$ cat src/rtl/power_iteration_ctrl.sv
// power_iteration_ctrl
//   Sequencer for the eigenvector power-iteration loop. One iteration runs the
//   matrix-vector multiply, the normaliser and the convergence check in turn,
//   then judges the returned Frobenius norm against the tolerance. The loop
//   either commits the new vector and repeats, or stops with converged or
//   timeout status.
//
// Child handshake (the same for all three children): the controller raises
//   <child>_start and holds it until <child>_f is sampled high. In the next
//   cycle <child>_start is low (a release cycle). The next child is started
//   only after that cycle, so consecutive starts always have at least one idle
//   cycle between them. At most one child start is high at any time.
//
// Optional build macro: PIC_STALL_WATCHDOG_EN adds a per-stage watchdog. If a
//   child does not answer within STALL_CYCLES cycles, the run ends in DONE
//   with stall_err=1. Without the macro, stall_err is tied low and waits are
//   unbounded.
//
// Ports
//   clk, rst          clock; synchronous active-high reset
//   start             level request; dropping it aborts a busy run
//   tol               IEEE-754 double tolerance, latched on IDLE->MULT
//   conv_norm         IEEE-754 double norm, valid while chk_f is high
//   mult_start/mult_f matrix-vector multiply handshake
//   nrm_start/nrm_f   normaliser handshake
//   chk_start/chk_f   convergence-check handshake
//   vec_load          one-cycle pulse: commit next_vector
//   iter_count        completed iterations, saturating at MAX_ITER
//   f                 run finished; held until start drops
//   converged/timeout final status, valid while f=1
//   stall_err         watchdog abort status
//   state_dbg         current FSM state encoding, for observation
module power_iteration_ctrl #(
  parameter int unsigned MAX_ITER     = 64,
  parameter int unsigned ITER_W       = 8,
  parameter int unsigned STALL_CYCLES = 4096
) (
  input  logic              clk,
  input  logic              rst,
  input  logic              start,
  input  logic [63:0]       tol,
  input  logic [63:0]       conv_norm,
  output logic              mult_start,
  input  logic              mult_f,
  output logic              nrm_start,
  input  logic              nrm_f,
  output logic              chk_start,
  input  logic              chk_f,
  output logic              vec_load,
  output logic [ITER_W-1:0] iter_count,
  output logic              f,
  output logic              converged,
  output logic              timeout,
  output logic              stall_err,
  output logic [2:0]        state_dbg
);

  if (MAX_ITER < 1) begin : g_bad_max_iter
    $error("power_iteration_ctrl: MAX_ITER must be at least 1");
  end
  if (MAX_ITER >= (64'd1 << ITER_W)) begin : g_bad_iter_w
    $error("power_iteration_ctrl: ITER_W too narrow for MAX_ITER");
  end
  if (STALL_CYCLES < 1) begin : g_bad_stall
    $error("power_iteration_ctrl: STALL_CYCLES must be at least 1");
  end

  typedef enum logic [2:0] {
    S_IDLE   = 3'd0,
    S_MULT   = 3'd1,
    S_NRM    = 3'd2,
    S_CHK    = 3'd3,
    S_DECIDE = 3'd4,
    S_UPDATE = 3'd5,
    S_DONE   = 3'd6
  } state_e;

  localparam logic [ITER_W:0] MAX_EXT = (ITER_W+1)'(MAX_ITER);

  state_e            state_q, state_d;
  logic              rel_q, rel_d;        // child released, waiting one idle cycle
  logic [62:0]       tol_q, tol_d;        // sign of tol is not needed: tol is positive
  logic [63:0]       norm_q, norm_d;
  logic [ITER_W-1:0] iter_q, iter_d;
  logic              mult_start_q, mult_start_d;
  logic              nrm_start_q, nrm_start_d;
  logic              chk_start_q, chk_start_d;
  logic              vec_load_q, vec_load_d;
  logic              f_q, f_d;
  logic              conv_q, conv_d;
  logic              tmo_q, tmo_d;

`ifdef PIC_STALL_WATCHDOG_EN
  localparam int unsigned WD_W = $clog2(STALL_CYCLES + 1) + 1;
  // The stall fires at the edge that ends the STALL_CYCLES-th waiting cycle.
  localparam logic [WD_W-1:0] WD_LIMIT = WD_W'(STALL_CYCLES - 1);
  logic [WD_W-1:0] wd_q, wd_d;
  logic            stall_q, stall_d;
`endif

  logic unused_tol_sign;
  assign unused_tol_sign = tol[63];

  logic busy;
  logic cur_f;
  logic norm_nan;
  logic pass;
  logic [ITER_W:0] iter_next;

  assign busy = (state_q == S_MULT) || (state_q == S_NRM) || (state_q == S_CHK) ||
                (state_q == S_DECIDE) || (state_q == S_UPDATE);

  always_comb begin
    cur_f = 1'b0;
    case (state_q)
      S_MULT:  cur_f = mult_f;
      S_NRM:   cur_f = nrm_f;
      S_CHK:   cur_f = chk_f;
      default: cur_f = 1'b0;
    endcase
  end

  // For non-negative doubles the magnitude bits order like an unsigned
  // integer, so the compare needs no floating-point hardware. -0.0 and NaN
  // are rejected explicitly.
  assign norm_nan  = (norm_q[62:52] == 11'h7FF) && (norm_q[51:0] != 52'd0);
  assign pass      = !norm_q[63] && !norm_nan && (norm_q[62:0] <= tol_q);
  assign iter_next = {1'b0, iter_q} + (ITER_W+1)'(1);

  always_comb begin
    state_d      = state_q;
    rel_d        = rel_q;
    tol_d        = tol_q;
    norm_d       = norm_q;
    iter_d       = iter_q;
    mult_start_d = mult_start_q;
    nrm_start_d  = nrm_start_q;
    chk_start_d  = chk_start_q;
    vec_load_d   = 1'b0;
    f_d          = f_q;
    conv_d       = conv_q;
    tmo_d        = tmo_q;
`ifdef PIC_STALL_WATCHDOG_EN
    wd_d         = wd_q;
    stall_d      = stall_q;
`endif

    if (busy && !start) begin
      // Abort: release every child and go idle. iter_count keeps its value.
      state_d      = S_IDLE;
      rel_d        = 1'b0;
      mult_start_d = 1'b0;
      nrm_start_d  = 1'b0;
      chk_start_d  = 1'b0;
    end else begin
      case (state_q)
        S_IDLE: begin
          if (start) begin
            tol_d        = tol[62:0];
            iter_d       = '0;
            conv_d       = 1'b0;
            tmo_d        = 1'b0;
            rel_d        = 1'b0;
            mult_start_d = 1'b1;
            state_d      = S_MULT;
`ifdef PIC_STALL_WATCHDOG_EN
            stall_d      = 1'b0;
            wd_d         = '0;
`endif
          end
        end

        S_MULT, S_NRM, S_CHK: begin
          if (!rel_q) begin
            if (cur_f) begin
              mult_start_d = 1'b0;
              nrm_start_d  = 1'b0;
              chk_start_d  = 1'b0;
              rel_d        = 1'b1;
              if (state_q == S_CHK) norm_d = conv_norm;
            end
`ifdef PIC_STALL_WATCHDOG_EN
            else if (wd_q == WD_LIMIT) begin
              mult_start_d = 1'b0;
              nrm_start_d  = 1'b0;
              chk_start_d  = 1'b0;
              stall_d      = 1'b1;
              conv_d       = 1'b0;
              tmo_d        = 1'b0;
              f_d          = 1'b1;
              state_d      = S_DONE;
            end else begin
              wd_d = wd_q + WD_W'(1);
            end
`endif
          end else begin
            // Release cycle is over: start the next child or go judge.
            rel_d = 1'b0;
`ifdef PIC_STALL_WATCHDOG_EN
            wd_d  = '0;
`endif
            case (state_q)
              S_MULT: begin
                state_d     = S_NRM;
                nrm_start_d = 1'b1;
              end
              S_NRM: begin
                state_d     = S_CHK;
                chk_start_d = 1'b1;
              end
              default: state_d = S_DECIDE;
            endcase
          end
        end

        S_DECIDE: begin
          if (pass) conv_d = 1'b1;
          else if (iter_next == MAX_EXT) tmo_d = 1'b1;
          if ({1'b0, iter_q} < MAX_EXT) iter_d = iter_next[ITER_W-1:0];
          vec_load_d = 1'b1;
          state_d    = S_UPDATE;
        end

        S_UPDATE: begin
          if (conv_q || tmo_q) begin
            f_d     = 1'b1;
            state_d = S_DONE;
          end else begin
            mult_start_d = 1'b1;
            state_d      = S_MULT;
`ifdef PIC_STALL_WATCHDOG_EN
            wd_d         = '0;
`endif
          end
        end

        S_DONE: begin
          if (!start) begin
            f_d     = 1'b0;
            state_d = S_IDLE;
          end
        end

        default: state_d = S_IDLE;
      endcase
    end
  end

  always_ff @(posedge clk) begin
    if (rst) begin
      state_q      <= S_IDLE;
      rel_q        <= 1'b0;
      tol_q        <= '0;
      norm_q       <= '0;
      iter_q       <= '0;
      mult_start_q <= 1'b0;
      nrm_start_q  <= 1'b0;
      chk_start_q  <= 1'b0;
      vec_load_q   <= 1'b0;
      f_q          <= 1'b0;
      conv_q       <= 1'b0;
      tmo_q        <= 1'b0;
`ifdef PIC_STALL_WATCHDOG_EN
      wd_q         <= '0;
      stall_q      <= 1'b0;
`endif
    end else begin
      state_q      <= state_d;
      rel_q        <= rel_d;
      tol_q        <= tol_d;
      norm_q       <= norm_d;
      iter_q       <= iter_d;
      mult_start_q <= mult_start_d;
      nrm_start_q  <= nrm_start_d;
      chk_start_q  <= chk_start_d;
      vec_load_q   <= vec_load_d;
      f_q          <= f_d;
      conv_q       <= conv_d;
      tmo_q        <= tmo_d;
`ifdef PIC_STALL_WATCHDOG_EN
      wd_q         <= wd_d;
      stall_q      <= stall_d;
`endif
    end
  end

  assign mult_start = mult_start_q;
  assign nrm_start  = nrm_start_q;
  assign chk_start  = chk_start_q;
  assign vec_load   = vec_load_q;
  assign iter_count = iter_q;
  assign f          = f_q;
  assign converged  = conv_q;
  assign timeout    = tmo_q;
  assign state_dbg  = state_q;
`ifdef PIC_STALL_WATCHDOG_EN
  assign stall_err  = stall_q;
`else
  assign stall_err  = 1'b0;
`endif

endmodule

$ cat config.mk
export PLATFORM = sky130hd
export DESIGN_NAME = power_iteration_ctrl
export DESIGN_NICKNAME = d
export VERILOG_FILES = /design/src/rtl/power_iteration_ctrl.sv
export SDC_FILE = /design/constraint.sdc
export NUM_CORES = 1
export LEC_CHECK = 0
export ABC_AREA = 1
export CAP_MARGIN = 20
export CORE_MARGIN = 1
export CORE_UTILIZATION = 52
export CTS_CLUSTER_DIAMETER = 60
export DETAILED_ROUTE_END_ITERATION = 7
export GPL_ROUTABILITY_DRIVEN = 0
export GPL_TIMING_DRIVEN = 0
export PLACE_DENSITY = 0.92
export SLEW_MARGIN = 20
export SYNTH_ARGS = -nofsm -noshare
export SYNTH_HDL_FRONTEND = slang
export SYNTH_SLANG_ARGS = --single-unit
$ cat constraint.sdc
create_clock -name clk -period 2.2 [get_ports clk]
set_input_delay 0.33 -clock clk [delete_from_list [all_inputs] [get_ports clk]]
set_output_delay 0.33 -clock clk [all_outputs]
set_load 0.005 [all_outputs]
# Yosys cells after proc, flatten, opt, wreduce, memory -nomap -nowiden
# Index checks and enable logic that the tools add are counted.
dict set report classes {
  n_reduce_logical 32
  n_addsub 1
  mux 32
  magnitude_cmp 2
  eq_ne 21
  n_bitwise 2
}
# op count
set op_table {}
lappend op_table {{$le A63 B63 Y1} 1}
lappend op_table {{$reduce_bool A52 Y1} 1}
lappend op_table {{$mux W1} 17}
lappend op_table {{$mux W8} 2}
lappend op_table {{$ne A2 B2 Y1 const B} 8}
lappend op_table {{$pmux W8 S2} 1}
lappend op_table {{$pmux W3 S5} 1}
lappend op_table {{$reduce_and A5 Y1} 3}
lappend op_table {{$mux W3} 4}
lappend op_table {{$reduce_and A3 Y1} 4}
lappend op_table {{$reduce_and A4 Y1} 3}
lappend op_table {{$eq A11 B11 Y1 const B} 1}
lappend op_table {{$ne A2 B1 Y1 const B} 5}
lappend op_table {{$add A8 B1 Y9 const B} 1}
lappend op_table {{$eq A3 B3 Y1 const B} 3}
lappend op_table {{$eq A9 B7 Y1 const B} 1}
lappend op_table {{$lt A8 B7 Y1 const B} 1}
lappend op_table {{$pmux W1 S2} 4}
lappend op_table {{$reduce_bool A2 Y1} 4}
lappend op_table {{$eq A3 B2 Y1 const B} 2}
lappend op_table {{$pmux W1 S3} 2}
lappend op_table {{$pmux W3 S2} 1}
lappend op_table {{$logic_or A1 B1 Y1} 5}
lappend op_table {{$logic_and A1 B1 Y1} 4}
lappend op_table {{8 further kinds} 11}
dict set report word_totals {
  output_inout_bits 19
  ff_bits 146
  in_bits 134
  wordCells 102
}

# Longest topological paths before layout
dict set report depth {
  depth_word 8
  ltp_mapped 17
  mapped_depth_nobuf 17
}

# Worst setup path after synthesis
# Ideal clock, no wire load.
dict set report synth_path {
  path_type {reg-to-reg}
  startpoint {reg tol_q[62]}
  endpoint {reg tmo_q (netlist: timeout)}
  required_time_ns 2.130
  n_path_buf 0
  setup_time_ns 0.070
  arrival_time_ns 1.455
  synth_period_minus_slack_ns 1.525
  slack_ns 0.675
  stages_incl_launch_ff 15
  cell_sequence {dfxtp_1 -> inv_1 -> ha_1 -> nand2_1 -> nor2_1 -> nand2_1 -> nor2_1 -> nand2_1 -> nor2_1 -> nand2_1 -> nand2_1 -> nand2_1 -> nand2_1 -> nand2_1 -> a21oi_1}
}
dict set report synth_via {
  elab_chain_len 4
}
# element line
set synth_rtl {}
lappend synth_rtl {{start, declared} 82} ;# logic [62:0] tol_q, tol_d;
lappend synth_rtl {{start signal, assigned} 270} ;# tol_q <= tol_d;
lappend synth_rtl {{$le A63 B63 Y1} 127} ;# assign pass = !norm_q[63] && !norm_nan && (norm_q[62:0] <= tol_q);
lappend synth_rtl {{$logic_and A1 B1 Y1} 127}
lappend synth_rtl {{$ne A2 B2 Y1 (no line)} -}
lappend synth_rtl {{$reduce_and A5 Y1 (no line)} -}
lappend synth_rtl {{end signal, assigned} 279} ;# tmo_q <= tmo_d;
lappend synth_rtl {{end, declared} 91} ;# logic tmo_q, tmo_d;
# Every way passes these cells.
# A chain may end at the register's enable or synchronous reset.

# Worst setup path in the final report
dict set report layout_path {
  startpoint {reg tol_q[14]}
  endpoint {reg tmo_q (netlist: timeout)}
}
# The elaborated chain is that of the path after synthesis.

==> results.md <==
- Via/cell ratio: approximately 5.3
- Met1 GRT Util: 0.3197
- Drt initial violations: roughly 470
- Status: finished, final reports clean
- CTS root buffer: clkbuf_16
- Final period util: 0.8988
- Grt met3 use: 0.06702
- Synth cell count leaders: inv_1, a21oi_1, dfxtp_1
- H-tree depth: 4
- Normalized max-slew margin: 0.5418
- Die width: 120.0 um
- Largest cells by area after synthesis: dfxtp_1, a21oi_1, ha_1, inv_1, o21ai_0
- Clk_skew: between 0.009 and 0.01 ns
- Die Y: between 100 and 150 um
- DP Worst Slack: -0.3850 ns
- N_diodes: 0
- Worst EP required: between 2 and 3 ns
- Yosys top cell by area: dfxtp_1
- Synth cell types: 36
- Worst R2R Setup Slack: about 0.22 ns
- Most Frequent Cell on Critical Path: nand2_1
- Final core occ: 0.7129
- Worst min path class: reg2reg
- Site row count: 42
- Largest net degree at the start of global routing: 17
- Slew @ Worst Pin: approximately 0.7 ns
- Worst path depth: 16
- Critical path's slowest cell: dfxtp_1
- Clock sink count: around 150
- Post-synth ARST share: 0
- Fraction of layout cells with a size suffix above 1: 0.05439
- Kind of critical path: reg2reg
- Worst reg2reg startpoint: tol_q[14]$_SDFFE_PP0P_
- Cell area after synthesis: approximately 0.0072 mm^2
- Seq/Total Area, Yosys: 0.4038
- Reg2Reg Depth: 16
- Clk buf depth: 2
- GRT busiest layer: met2
- WP buf/inv: 2
- Post-route ant nets: 0
- Leak pwr: 4.058 nW
- Worst setup path startpoint: tol_q[14]$_SDFFE_PP0P_
- Initial core utilization: 0.5401
- Nets@finish: between 1000 and 1500
- Number of synthesized flops with an enable pin: 0
- RSZ-0062 raised after global routing: false
- Min-delay src: norm_q[63]$_SDFFE_PP0P_
- Num CTS Buffers: 17
- GR Util met2: 0.4846
- Max Cap Viol: 0
- Crit-path max cell delay: around 0.31 ns
- Total GRT Usage: 0.2781
- Top-count cell post-synth: inv_1
- Crit Reg-Reg Endpoint: timeout$_SDFFE_PP0P_
- Crit-path max FO: 2
- Critical path endpoint category: flip-flop
- Vias: approximately 7000
- Dominant synthesized flop cell: dfxtp_1
- Post-synth top area share: 0.4038
- Top cell family by delay on the critical path: simple AND/OR/NAND/NOR gates
- Pins Over Slew Limit: 0
- DRT Pass-1 Iters: 7
- Vias in the first global route: about 6900
- Clk_lat worst skew: ~0.43 ns
- Synth warn: 0
- Overflow after GRT: 0
- Worst-path cell chain: inv_1 > ha_1 > nand2_1 > nor2_1 > inv_1 > nor2_1 > nand2_1 > nand2_1 > nand2_1 > nand2_1 > nand2_1 > nand2_1 > nand2_1 > nand2_1 > nand2_1 > a21oi_1
- Crit path launch type: flip-flop
- Drt wl/cell: ~15 um
- Setup crit end: timeout$_SDFFE_PP0P_
- Post-CTS Setup Inserts: 0
- Core footprint: about 0.013 mm^2
- Post-Syn Area per Cell: about 7.5 um^2
- CTS tree: built
- Area Growth Syn to Fin: 31.98%
- # IOs: approximately 150
- Routed Wire Length: 19290 um
- Fmax: between 0.5 and 0.6 GHz
- Final worst slack: approximately 0.22 ns
- Final hold vios: 0
- Final setup viols: 0
- Synth Instances: ~960
- Maximum VDD drop: about 0.0007 V
- Count of input and output buffers: 150
- Die area: between 0.01 and 0.015 mm^2
- Crit path time final: just under 2 ns
- First-pass GRT wire length: 31280 um
- Mapped Nets: approximately 1200
- Pwr Density: 930.5 mW/mm^2
- Fillers: a little over 1000
- Worst-path clk slew: 0.06 ns
- Residual DRC: 0
- Antenna violations before repair: 0
- FF+latch count, synth: roughly 150
- Fin Setup TNS: 0 ns
- Worst path arrival time: ~2.3 ns
- Post-DP HPWL: roughly 14000 um
[worst min-delay path by stage]
stage | endpoint | slack (ns) | depth (start not counted)
after detailed placement | norm_q[63]$_SDFFE_PP0P_ | 0.44 | 2
after global routing | norm_q[63]$_SDFFE_PP0P_ | 0.47 | 2
after global placement | norm_q[63]$_SDFFE_PP0P_ | 0.44 | 2
after floorplan | iter_count[0]$_SDFFE_PP0P_ | 0.41 | 1
after CTS | norm_q[63]$_SDFFE_PP0P_ | 0.45 | 2
final | norm_q[63]$_SDFFE_PP0P_ | 0.45 | 2
[registers in the layout, summed over array words and instances, names as in the netlist]
signal      count
vec_load        1
tol_q          63
chk_start       1
rel_q           1
mult_start      1
converged       1
f               1
nrm_start       1
norm_q         64
iter_count      8
timeout         1
state_dbg       3
[per-stage QoR]
stage	cell area [um^2]	std cells	power (mW)	hold WS, ns
2_1_floorplan	7238	959	4.993	0.4085
3_3_place_gp	8960	1285	5.798	0.4389
3_5_place_dp	8960	1285	5.910	0.4439
4_1_cts	9550	1316	8.879	0.4522
5_1_grt	9553	1316	9.414	0.4712
6_report	9553	1316	8.889	0.4514
[metal layers]
metal,wire length [um],up-vias
li1,-,3488
met1,8113,3190
met2,9288,255
met3,1277,54
met4,609,0
met5,0,-
[repair_timing]
action,CTS,global route
hold buffers,0,0
gates resized for setup,0,1
endpoints found under the setup margin,1,1
[worst min-delay path: cells and delay by family (launching register included)]
| family | cells | cell delay [ns] |
|---|---|---|
| DFF | 1 | 0.31 |
| AOI/OAI and AO/OA | 1 | 0.05 |
| buffers and inverters | 1 | 0.05 |
[cell type report]
cell class                      instances  area (um^2)  area share
Multi-Input combinational cell        589         3362      0.3519
Inverter                              181        679.4     0.07112
Clock buffer                           20        456.7     0.04781
Timing Repair Buffer                  150         1501      0.1572
Clock inverter                         12        137.6     0.01441
Sequential cell                       146         2923      0.3060
Tap cell                              176        220.2     0.02305
Buffer                                 42        272.8     0.02855
[power by group]
part	internal, mW	total, mW	leakage (nW)	switching (mW)
combinational	1.03	2.71	2.57	1.68
sequential	3.09	3.24	1.19	0.157
clock	1.82	2.93	0.299	1.11
[cell families after synthesis]
kind of cell | synth area share
AO/OA/AOI/OAI | 0.2192
XOR/XNOR | 0.004840
adder cells (fa/ha/maj) | 0.1106
buffers and inverters | 0.1321
flip-flops | 0.4038
other | 0.0005181
AND/OR/NAND/NOR | 0.1290
[layout by cell type, fill, tap and decap left out, types with 2 or more instances in the layout]
| cell | netlist | final |
|---|---|---|
| ha_1 | 64 | 64 |
| nand4_1 | 17 | 17 |
| xor2_1 | 4 | 4 |
| o21ai_1 | 56 | 56 |
| and2_1 | 2 | 2 |
| a21oi_1 | 160 | 160 |
| nor3_1 | 7 | 7 |
| nand3b_1 | 2 | 2 |
| o21ai_0 | 81 | 81 |
| bufinv_16 | 0 | 3 |
| buf_2 | 5 | 5 |
| clkbuf_16 | 0 | 17 |
| clkbuf_1 | 23 | 23 |
| buf_6 | 14 | 14 |
| dfxtp_1 | 146 | 146 |
| a21o_1 | 4 | 4 |
| inv_1 | 178 | 178 |
| o32ai_1 | 3 | 3 |
| nor2_2 | 1 | 2 |
| nor4_1 | 5 | 5 |
| nor2_1 | 49 | 48 |
| clkinv_2 | 0 | 8 |
| clkdlybuf4s50_1 | 0 | 150 |
| nand3_1 | 16 | 16 |
| nand2_1 | 105 | 105 |
| inv_2 | 3 | 3 |
| clkbuf_8 | 0 | 2 |
No activity file was read; power rests on OpenSTA's default activity.
